File: src/rtl/task_icd_pkg.sv
// ============================================================================
// Module   : task_icd_pkg
// Brief    : Task ICD constants, message types and header helper functions.
// Revision : 1.0 - initial release
// ============================================================================
`default_nettype none

package task_icd_pkg;

  localparam int MAX_MSG_WORDS      = 12;
  localparam int HEADER_WORDS       = 4;
  localparam int HEADER_BYTES       = HEADER_WORDS * 4;
  localparam int MAX_MSG_BYTES      = MAX_MSG_WORDS * 4;
  localparam int BANK_PAYLOAD_WORDS = 8;
  localparam int OUT_PAYLOAD_WORDS  = 1;

  typedef logic [31:0] msg_word_t;
  typedef msg_word_t msg_arr_t [MAX_MSG_WORDS];

  typedef enum logic [31:0] {
    TASK_VALID      = 32'd0,
    HEADER_INVALID  = 32'd1,
    PAYLOAD_INVALID = 32'd2
  } status_t;

  typedef enum logic [31:0] {
    TASK_ID_BANK = 32'd100,
    TASK_ID_OUT  = 32'd101
  } task_id_t;

  typedef enum logic [1:0] {
    RX_HDR = 2'd0,
    RX_PAY = 2'd1,
    OUT    = 2'd2
  } rx_state_t;

  // LEN is a byte count: word aligned, at least a header, at most a full buffer.
  function automatic logic len_valid(input msg_word_t len);
    return (len[1:0] == 2'b00) &&
           (len >= 32'(HEADER_BYTES)) &&
           (len <= 32'(MAX_MSG_BYTES));
  endfunction

  function automatic logic task_id_known(input msg_word_t id);
    return (id == 32'(TASK_ID_BANK)) || (id == 32'(TASK_ID_OUT));
  endfunction

endpackage

`default_nettype wire

File: src/rtl/task_hdr_check.sv
// ============================================================================
// Module   : task_hdr_check
// Brief    : Combinational header/payload-length verdict for a task message.
// Revision : 1.0 - initial release
// ============================================================================
`default_nettype none

module task_hdr_check
  import task_icd_pkg::*;
(
  input  msg_word_t  hdr [HEADER_WORDS],
  input  logic [3:0] rcv_words,
  output status_t    status
);

  logic [3:0] w_pay_words;

  always_comb begin
    status      = TASK_VALID;
    w_pay_words = rcv_words - 4'(HEADER_WORDS);
    if (!len_valid(hdr[0]) || (hdr[3] != 32'(TASK_VALID)) || !task_id_known(hdr[2])) begin
      status = HEADER_INVALID;
    end else if (((hdr[2] == 32'(TASK_ID_BANK)) && (w_pay_words != 4'(BANK_PAYLOAD_WORDS))) ||
                 ((hdr[2] == 32'(TASK_ID_OUT))  && (w_pay_words != 4'(OUT_PAYLOAD_WORDS)))) begin
      status = PAYLOAD_INVALID;
    end
  end

endmodule

`default_nettype wire

File: src/rtl/task_msg_rx.sv
// ============================================================================
// Module   : task_msg_rx
// Brief    : Assembles link words into one buffered task message with verdict.
// Revision : 1.0 - initial release
// ============================================================================
`default_nettype none

module task_msg_rx
  import task_icd_pkg::*;
#(
  parameter int MAX_WORDS = MAX_MSG_WORDS,
  parameter int CNT_W     = 16
) (
  input  logic                    clk,
  input  logic                    rst_n,
  input  logic                    s_valid,
  output logic                    s_ready,
  input  logic [31:0]             s_data,
  output logic                    m_valid,
  input  logic                    m_ready,
  output logic [MAX_WORDS*32-1:0] m_words,
  output logic [3:0]              m_len_words,
  output logic [31:0]             m_status,
  output logic [CNT_W-1:0]        msg_cnt,
  output logic [CNT_W-1:0]        err_cnt
);

  rx_state_t        r_state;
  rx_state_t        w_state_nxt;
  msg_word_t        r_buf [MAX_WORDS];
  logic [3:0]       r_idx;
  status_t          r_status;
  logic [3:0]       r_len_words;
  logic [CNT_W-1:0] r_msg_cnt;
  logic [CNT_W-1:0] r_err_cnt;

  msg_word_t        w_hdr [HEADER_WORDS];
  logic             w_accept;
  logic             w_consume;
  logic             w_len_ok;
  logic             w_last;
  logic [3:0]       w_exp_words;
  logic [3:0]       w_rcv_words;
  status_t          w_status;

  assign s_ready     = rst_n && (r_state != OUT);
  assign w_accept    = s_valid && s_ready;
  assign w_consume   = (r_state == OUT) && m_ready;
  assign w_len_ok    = len_valid(r_buf[0]);
  assign w_exp_words = r_buf[0][5:2];
  assign w_rcv_words = r_idx + 4'd1;

  // The STATUS word is still on s_data when the header closes in RX_HDR.
  always_comb begin
    w_hdr[0] = r_buf[0];
    w_hdr[1] = r_buf[1];
    w_hdr[2] = r_buf[2];
    w_hdr[3] = (r_state == RX_HDR) ? s_data : r_buf[3];
  end

  task_hdr_check u_hdr_check (
    .hdr       (w_hdr),
    .rcv_words (w_rcv_words),
    .status    (w_status)
  );

  always_comb begin
    w_last = 1'b0;
    case (r_state)
      RX_HDR:  w_last = (r_idx == 4'd3) && (!w_len_ok || (w_exp_words == 4'(HEADER_WORDS)));
      RX_PAY:  w_last = (r_idx == (w_exp_words - 4'd1));
      default: w_last = 1'b0;
    endcase
  end

  always_ff @(posedge clk or negedge rst_n) begin
    if (!rst_n) begin
      r_state <= RX_HDR;
    end else begin
      r_state <= w_state_nxt;
    end
  end

  always_comb begin
    w_state_nxt = r_state;
    case (r_state)
      RX_HDR: begin
        if (w_accept && (r_idx == 4'd3)) begin
          w_state_nxt = w_last ? OUT : RX_PAY;
        end
      end
      RX_PAY: begin
        if (w_accept && w_last) begin
          w_state_nxt = OUT;
        end
      end
      OUT: begin
        if (m_ready) begin
          w_state_nxt = RX_HDR;
        end
      end
      default: w_state_nxt = RX_HDR;
    endcase
  end

  always_ff @(posedge clk or negedge rst_n) begin
    if (!rst_n) begin
      for (int i = 0; i < MAX_WORDS; i++) begin
        r_buf[i] <= '0;
      end
      r_idx       <= '0;
      r_status    <= TASK_VALID;
      r_len_words <= '0;
      r_msg_cnt   <= '0;
      r_err_cnt   <= '0;
    end else begin
      if (w_accept) begin
        r_buf[r_idx] <= s_data;
        if (w_last) begin
          r_idx       <= '0;
          r_status    <= w_status;
          r_len_words <= w_rcv_words;
        end else begin
          r_idx <= r_idx + 4'd1;
        end
      end
      // Clearing on consume keeps unused slots of the next message at zero.
      if (w_consume) begin
        for (int i = 0; i < MAX_WORDS; i++) begin
          r_buf[i] <= '0;
        end
        r_status    <= TASK_VALID;
        r_len_words <= '0;
        if (r_msg_cnt != '1) begin
          r_msg_cnt <= r_msg_cnt + CNT_W'(1);
        end
        if ((r_status != TASK_VALID) && (r_err_cnt != '1)) begin
          r_err_cnt <= r_err_cnt + CNT_W'(1);
        end
      end
    end
  end

  generate
    for (genvar gi = 0; gi < MAX_WORDS; gi++) begin : g_words
      assign m_words[32*gi +: 32] = r_buf[gi];
    end
  endgenerate

  assign m_valid     = (r_state == OUT);
  assign m_len_words = r_len_words;
  assign m_status    = r_status;
  assign msg_cnt     = r_msg_cnt;
  assign err_cnt     = r_err_cnt;

endmodule

`default_nettype wire

File: config.mk
export PLATFORM = sky130hd
export DESIGN_NAME = task_msg_rx
export DESIGN_NICKNAME = d
export VERILOG_FILES = /design/src/rtl/task_icd_pkg.sv /design/src/rtl/task_hdr_check.sv /design/src/rtl/task_msg_rx.sv
export SDC_FILE = /design/constraint.sdc
export NUM_CORES = 1
export LEC_CHECK = 0
export ABC_CLOCK_PERIOD_IN_PS = 3050
export BUFFER_PORTS_ARGS = -buffer_cell sky130_fd_sc_hd__buf_2
export CAP_MARGIN = 20
export CORE_AREA = 2 2 199 201
export DETAILED_ROUTE_END_ITERATION = 12
export DIE_AREA = 0 0 201 203
export PLACE_DENSITY = 0.8
export SYNTH_ARGS = -nofsm -noshare
export SYNTH_HDL_FRONTEND = slang
export SYNTH_HIERARCHICAL = 1
export SYNTH_SLANG_ARGS = --single-unit
File: constraint.sdc
create_clock -name clk -period 3.05 [get_ports clk]
set_input_delay 0.61 -clock clk [delete_from_list [all_inputs] [get_ports clk]]
set_output_delay 0.61 -clock clk [all_outputs]
set_load 0.02 [all_outputs]
==> impl_metrics.yaml, run 1 <==
outcome:
  status: "finished clean"
synthesis:
  yosys-top-cells-area: "dfrtp_1 55%, nand2_1 15%, a21oi_1 9.3%, buf_4 4.6%, clkbuf_1 2.4%"
  ys.flop_type: "dfrtp_1"
  seq_area_frac_synth_pct: 55.48
  yosys.area.top_type: "dfrtp_1"
  synth_simple_gate_area_share_pct: 19.55
  synthesis.area_mm2: 0.02066
  synth_edf_count: 0
  synth_seq_cells: 458
  avgSynthCellArea_um2: 9.036
  yosys.area.top_type_share_pct: 55.48
  ys_warn_count: 6
  synth_xor_area_share_pct: 1.654
  synth_compound_area_share_pct: 10.07
  muxShareOfSynthArea_pct: 3.658
  synth_top_family_by_area: "simple AND/OR/NAND/NOR gates"
  postSynth.asyncResetShare_pct: 100.0
  synthAdderAreaFrac_pct: 0.4240
  ys_types: 51
  synth_cells: 2286
clock_network:
  clock_path_buffers: 3
  cts_hold_buf: 0
  clock-sinks: 458
  clk_latency_ps: 580
  cts_made_buffers: 48
  cts_setup_buffers: 0
  post_cts_resized: 0
  cts_tree: "built"
  cts_root_buf: "clkbuf_16"
  cts.clk_slew.worst_paths_ps: 60
  h-tree-depth: 2
job:
  max-cap-violations: 0
sta:
  max_slew_margin_pct: 38.04
  layout_min_cycle_time_ps: 2689
  clock_skew_ps: 12.43
  fmaxAchievable_mhz: 371.8
  drv_slew: 0
  setup_ws_ps: 360.6
  period_share_pct: 88.18
  setup_viol: 0
  finalHoldViolations: 0
  holdWs_ps: 198.3
  setup_tns_ps: 0
  grt_setup_unrepaired: "false"
  worst_pin_slew_ps: 929.4
drt:
  routedWlPerCell_um: 22.68
  drt_iter0_markers: 1731
  drc_errors: 0
  viasPerCell: 5.758
  drt_pass1_iterations: 6
  postRouteAntennaNets: 0
  num_vias: 18290
  routed_wl_mm: 72.03
critical_path:
  r2r-start: "r_state[1]"
  cp-end-kind: "flip-flop"
  slowest_stage: "dfrtp_1"
  rrSetupSlack_ps: 360
  crit_path_frequent_cell: "buf_4"
  crit_buf_inv: 4
  path_cells: "nor2_2 > buf_4 > buf_4 > mux2_2 > nor4b_1 > nand4_1 > buf_4 > nor4_2 > and3_1 > inv_1 > mux2i_1"
  worst_ep_required_time_ps: 3550
  endpoint: "m_status[1]"
  crit_family: "simple AND/OR/NAND/NOR gates"
  cp_num_cells: 11
  r2r_cells: 11
  critPathLaunch: "r_state[1]"
  worstReg2RegEnd: "m_status[1]"
  critPathMaxFanout: 10
  timing.critical_path.from_type: "flip-flop"
  cp_slowest_stage_delay_ps: 450
  critPathKind: "reg2reg"
  worst_ep_arrival_time_ps: 3190
final_layout:
  n_fill_cell: 3141
  layout.nets: 2661
  final_common_cell: "nand2_1"
  seq_area_mm2: 0.01146
  post_route_cells_drive_above_1_share_pct: 26.20
  final_util_pct: 63.59
  multiInputGateArea_mm2: 0.007442
  area_growth_syn_to_layout_pct: 18.41
  mostFrequentLayoutCells: "833 x nand2_1, 488 x buf_2, 458 x dfrtp_1, 385 x a21oi_1, 57 x buf_4"
global_route:
  use_met2_pct: 54.66
  grt_pass1_vias: 17800
  grt_pass1_wl_mm: 108.1
  grtUsageMet1_pct: 43.90
  grtUsageTotal_pct: 34.98
  grt_overflow: 0
  grt_most_used_layer: "met2"
  grt_max_degree: 167
  use_met3_pct: 9.262
  antenna_found_initial: 2
floorplan:
  die_w_um: 201
  rows: 72
  ios: 490
  initial_utilization_pct: 53.70
  die_area_mm2: 0.04080
  fp.coreArea_mm2: 0.03847
  die_h_um: 203
worst_hold_path:
  min-delay-path-class: "in2async"
place:
  port_buffers: 489
  post-place-ws_ps: 395.2
  hpwl_mm: 49.02
  routabilityCongestion: 0.9164
power:
  p_per_area_mw_per_mm2: 1058
  power_w: 0.02587
  max-vdd-ir-drop_uv: 826.6
  p_leak_nw: 12.56
## cell families (layout without fill, tap and decap cells)
| logic type | count (synthesis) | in the layout |
|---|---|---|
| AND/OR/NAND/NOR | 964 | 964 |
| flip-flops | 458 | 458 |
| AO/OA/AOI/OAI | 401 | 401 |
| buffers and inverters | 345 | 686 |
| multiplexers | 71 | 71 |
| XOR/XNOR | 39 | 39 |
| adder cells (fa/ha/maj) | 7 | 7 |
| other | 1 | 32 |
## where the power goes
| part | internal [W] | leakage, nW | switching [W] |
|---|---|---|---|
| registers | 0.00818 | 6.16 | 0.00170 |
| clock network | 0.00377 | 0.833 | 0.00248 |
| logic | 0.00324 | 5.57 | 0.00651 |
## cell type report
class	count	share of cell area, %
antenna	2	0.02046
clock buffer	69	5.852
clock inverter	19	1.074
inverter	44	0.6752
multi-input combinational	1512	30.42
sequential	458	46.85
tap	518	2.650
timing repair buffer	554	12.45
## layer usage
layer	up-vias	wire (um)
li1	7922	-
met1	8943	25990
met2	1171	33490
met3	252	8182
met4	0	4364
met5	-	0
## Yosys cell counts, types with 2 or more instances
master,count
nand2_1,834
dfrtp_1,458
a21oi_1,385
clkbuf_1,131
buf_4,127
inv_1,43
buf_2,36
mux2_2,36
mux2i_1,35
nor4_1,32
xor2_1,22
xnor2_1,17
nand3_1,12
nand4_1,12
nor2_1,9
nor4_2,9
and2_0,8
nor3_1,8
and3_1,7
and4_1,7
ha_1,7
and2_1,6
nor4b_1,6
buf_12,3
buf_6,3
nand2b_1,3
nor3b_1,3
a22o_1,2
nor4_4,2
o211ai_1,2
## worst min path at each step
stage	start	end	depth (start not counted)
2_1_floorplan	rst_n	err_cnt[0]	0
3_3_place_gp	err_cnt[10]	err_cnt[10]	1
3_5_place_dp	err_cnt[14]	err_cnt[14]	1
4_1_cts	rst_n	m_status[19]	2
5_1_grt	rst_n	msg_cnt[6]	2
6_report	rst_n	msg_cnt[0]	2
## through the flow
step / area (um^2) / std cells
6_report: 24460 / 3176
4_1_cts: 24460 / 3174
3_3_place_gp: 22760 / 3086
5_1_grt: 24460 / 3175
3_5_place_dp: 22760 / 3086
2_1_floorplan: 20770 / 2315
## sequential cells by signal, indices dropped and copies added (netlist names)
name	cells
r_state	2
m_status	32
err_cnt	16
m_len_words	4
msg_cnt	16
r_idx	4
m_words	384
## worst register-to-register path: cells and delay by family (launching register included)
kind	cells	cell delay [ps]
buffers and inverters	4	650
muxes	2	470
and+or+nand+nor	5	1060
DFF	1	450
No activity file was read; power rests on OpenSTA's default activity.
==> run 2, diff against run 1 <==
--- a/config.mk
+++ b/config.mk
@@ -6,12 +6,13 @@
 export NUM_CORES = 1
 export LEC_CHECK = 0
 export ABC_CLOCK_PERIOD_IN_PS = 3050
-export BUFFER_PORTS_ARGS = -buffer_cell sky130_fd_sc_hd__buf_2
 export CAP_MARGIN = 20
-export CORE_AREA = 2 2 199 201
+export CORE_AREA = 2 2 197 199
 export DETAILED_ROUTE_END_ITERATION = 12
-export DIE_AREA = 0 0 201 203
-export PLACE_DENSITY = 0.8
+export DIE_AREA = 0 0 199 201
+export DONT_BUFFER_PORTS = 1
+export PLACE_DENSITY = 0.7
+export REMOVE_ABC_BUFFERS = 1
 export SYNTH_ARGS = -nofsm -noshare
 export SYNTH_HDL_FRONTEND = slang
 export SYNTH_HIERARCHICAL = 1
==> run 2 against run 1 <==
Net effect:
- the flow now finishes with violations (hold timing, slew limit, setup timing)
- critical endpoint is now s_ready
- final cell count shrank 16%
- critical path type is now in2out
- count of clock-buffer cells in the layout grew 7
- clock skew grew 14 ps
- highest routed layer is now met5
- global-route usage shrank 0.70 points
==> impl_metrics.yaml, run 2 (synthesis gave the netlist of run 1 again) <==
job:
  max-cap-violations: 0
place:
  routabilityCongestion: 0.8904
  port_buffers: 0
  dp.cells: 2590
  hpwl_mm: 45.53
  placement.cell_area_mm2: 0.02033
sta:
  max_slew_margin_pct: -41.77
  layout_min_cycle_time_ps: 3343
  grt_setup_unrepaired: "false"
  clock_skew_ps: 26.01
  setup_viol: 130
  holdWs_ps: -272.3
  fmaxAchievable_mhz: 299.1
  period_share_pct: 109.6
  drv_slew: 290
  finalHoldViolations: 134
  worst_pin_slew_ps: 2127
  setup_ws_ps: -293.3
critical_path:
  slowest_stage: "inv_1"
  worst_ep_required_time_ps: 2440
  critPathMaxFanout: 460
  timing.critical_path.from_type: "input port"
  cp_slowest_stage_delay_ps: 820
  path_cells: "inv_1 > nor2_1 > buf_4"
  worst_ep_arrival_time_ps: 2730
  cp-end-kind: "output port"
  rrSetupSlack_ps: 270
  critPathKind: "in2out"
power:
  p_int_w: 0.01357
  p_per_area_mw_per_mm2: 1069
  swShare_pct: 42.17
  p_clk_share_pct: 25.4
  max-vdd-ir-drop_uv: 612.9
  p_comb_share_pct: 18.8
  p_leak_nw: 10.03
  pwr-share-seq_pct: 55.8
  p_switching_w: 0.009894
global_route:
  grt_max_degree: 461
  antenna_found_initial: 1
  grtUsageTotal_pct: 34.28
  grt_pass1_vias: 15900
  grt_overflow: 0
  grt_pass1_wl_mm: 101.4
drt:
  routed_wl_mm: 68.72
  drc_errors: 0
  num_vias: 15760
  drt_iter0_markers: 1310
  drt_pass1_iterations: 5
  postRouteAntennaNets: 0
  routedWlPerCell_um: 25.70
  viasPerCell: 5.894
final_layout:
  antenna_cells: 0
  post_route_cells_drive_above_1_share_pct: 9.740
  n_fill_cell: 3349
  final_cells: 2674
  largest_reg_flops: 384
  area_growth_syn_to_layout_pct: 6.238
  final_common_cell: "nand2_1"
  layout.nets: 2165
  mostFrequentLayoutCells: "826 x nand2_1, 458 x dfrtp_1, 385 x a21oi_1, 48 x clkbuf_16, 46 x buf_4"
  multiInputGateArea_mm2: 0.007475
  fin_area_mm2: 0.02195
  seq_area_mm2: 0.01146
clock_network:
  cts.clk_slew.worst_paths_ps: 60
  cts_setup_buffers: 0
  cts_tree: "built"
  post_cts_resized: 0
  clock-sinks: 458
  cts_made_buffers: 48
  h-tree-depth: 2
  clock_path_buffers: 3
  clk_latency_ps: 590
  cts_root_buf: "clkbuf_16"
worst_hold_path:
  min-delay-path-class: "in2async"
outcome:
  status: "complete, but fails checks"
  violations: "hold timing, slew limit, setup timing"
floorplan:
  initial_utilization_pct: 54.21
  die_area_mm2: 0.04000
  die_w_um: 199
  ios: 490
  rows: 72
  die_h_um: 201
  fp.coreArea_mm2: 0.03811
==> run 2: cell count changes in the layout (fill, tap and decap cells not counted), sizes merged <==
cell      previous run  this run
clkinvlp             3         0
inv                 46        45
bufinv               6         2
buf                554        58
clkinv               8         5
clkbuf              69        76
diode                2         0
==> run 2: layout make-up <==
| type | count | area share, % |
|---|---|---|
| clock buffer | 76 | 6.864 |
| clock inverter | 8 | 0.4789 |
| inverter | 44 | 0.7526 |
| multi-input combinational | 1512 | 34.06 |
| sequential | 458 | 52.22 |
| tap | 518 | 2.953 |
| timing repair buffer | 58 | 2.668 |
==> run 2: critical path: cells and delay by family <==
| family | cells | cell delay (ps) |
|---|---|---|
| buffers and inverters | 2 | 1010 |
| AND/OR/NAND/NOR | 1 | 100 |
==> run 2: worst paths after layout <==
kind,startpoint,depth (start not counted),endpoint
worst max-delay path,rst_n,3,s_ready
worst min-delay path,rst_n,0,m_words[183]
worst max register to register,r_state[1],9,m_status[1]
worst min register to register,msg_cnt[10],1,msg_cnt[10]
max in group asynchronous,rst_n,0,m_words[233]
min in group clk,s_data[4],2,m_words[196]
==> run 2: per-layer routing <==
layer | share of wire [%] | vias to the layer above | GRT usage, %
met5 | 0.019 | - | 0
met1 | 37 | 7783 | 41.46
li1 | - | 6935 | -
met3 | 12 | 190 | 12.75
met2 | 46 | 851 | 53.43
met4 | 5.3 | 2 | 17.96
==> run 2: power groups by stage <==
stage	Sequential [W]	Combinational [W]	Clock [W]
2_1_floorplan	0.0128	0.00346	0
3_3_place_gp	0.0131	0.00416	0
3_5_place_dp	0.0132	0.00439	0
4_1_cts	0.0131	0.00440	0.00602
5_1_grt	0.0133	0.00501	0.00627
6_report	0.0131	0.00442	0.00595
==> run 2: metrics by stage <==
step	TNS (ps)	total power [W]	setup WS, ps	util (%)	hold slack, ps
2_1_floorplan	-3872740	0.01626	-11940	-	314.4
3_3_place_gp	0	0.01728	383.1	53.36	323.4
3_5_place_dp	0	0.01755	317.6	53.36	323.8
4_1_cts	0	0.02349	304.2	57.59	-294.7
5_1_grt	0	0.02460	197.8	57.59	-298.7
6_report	-7762	0.02346	-293.3	57.59	-272.3
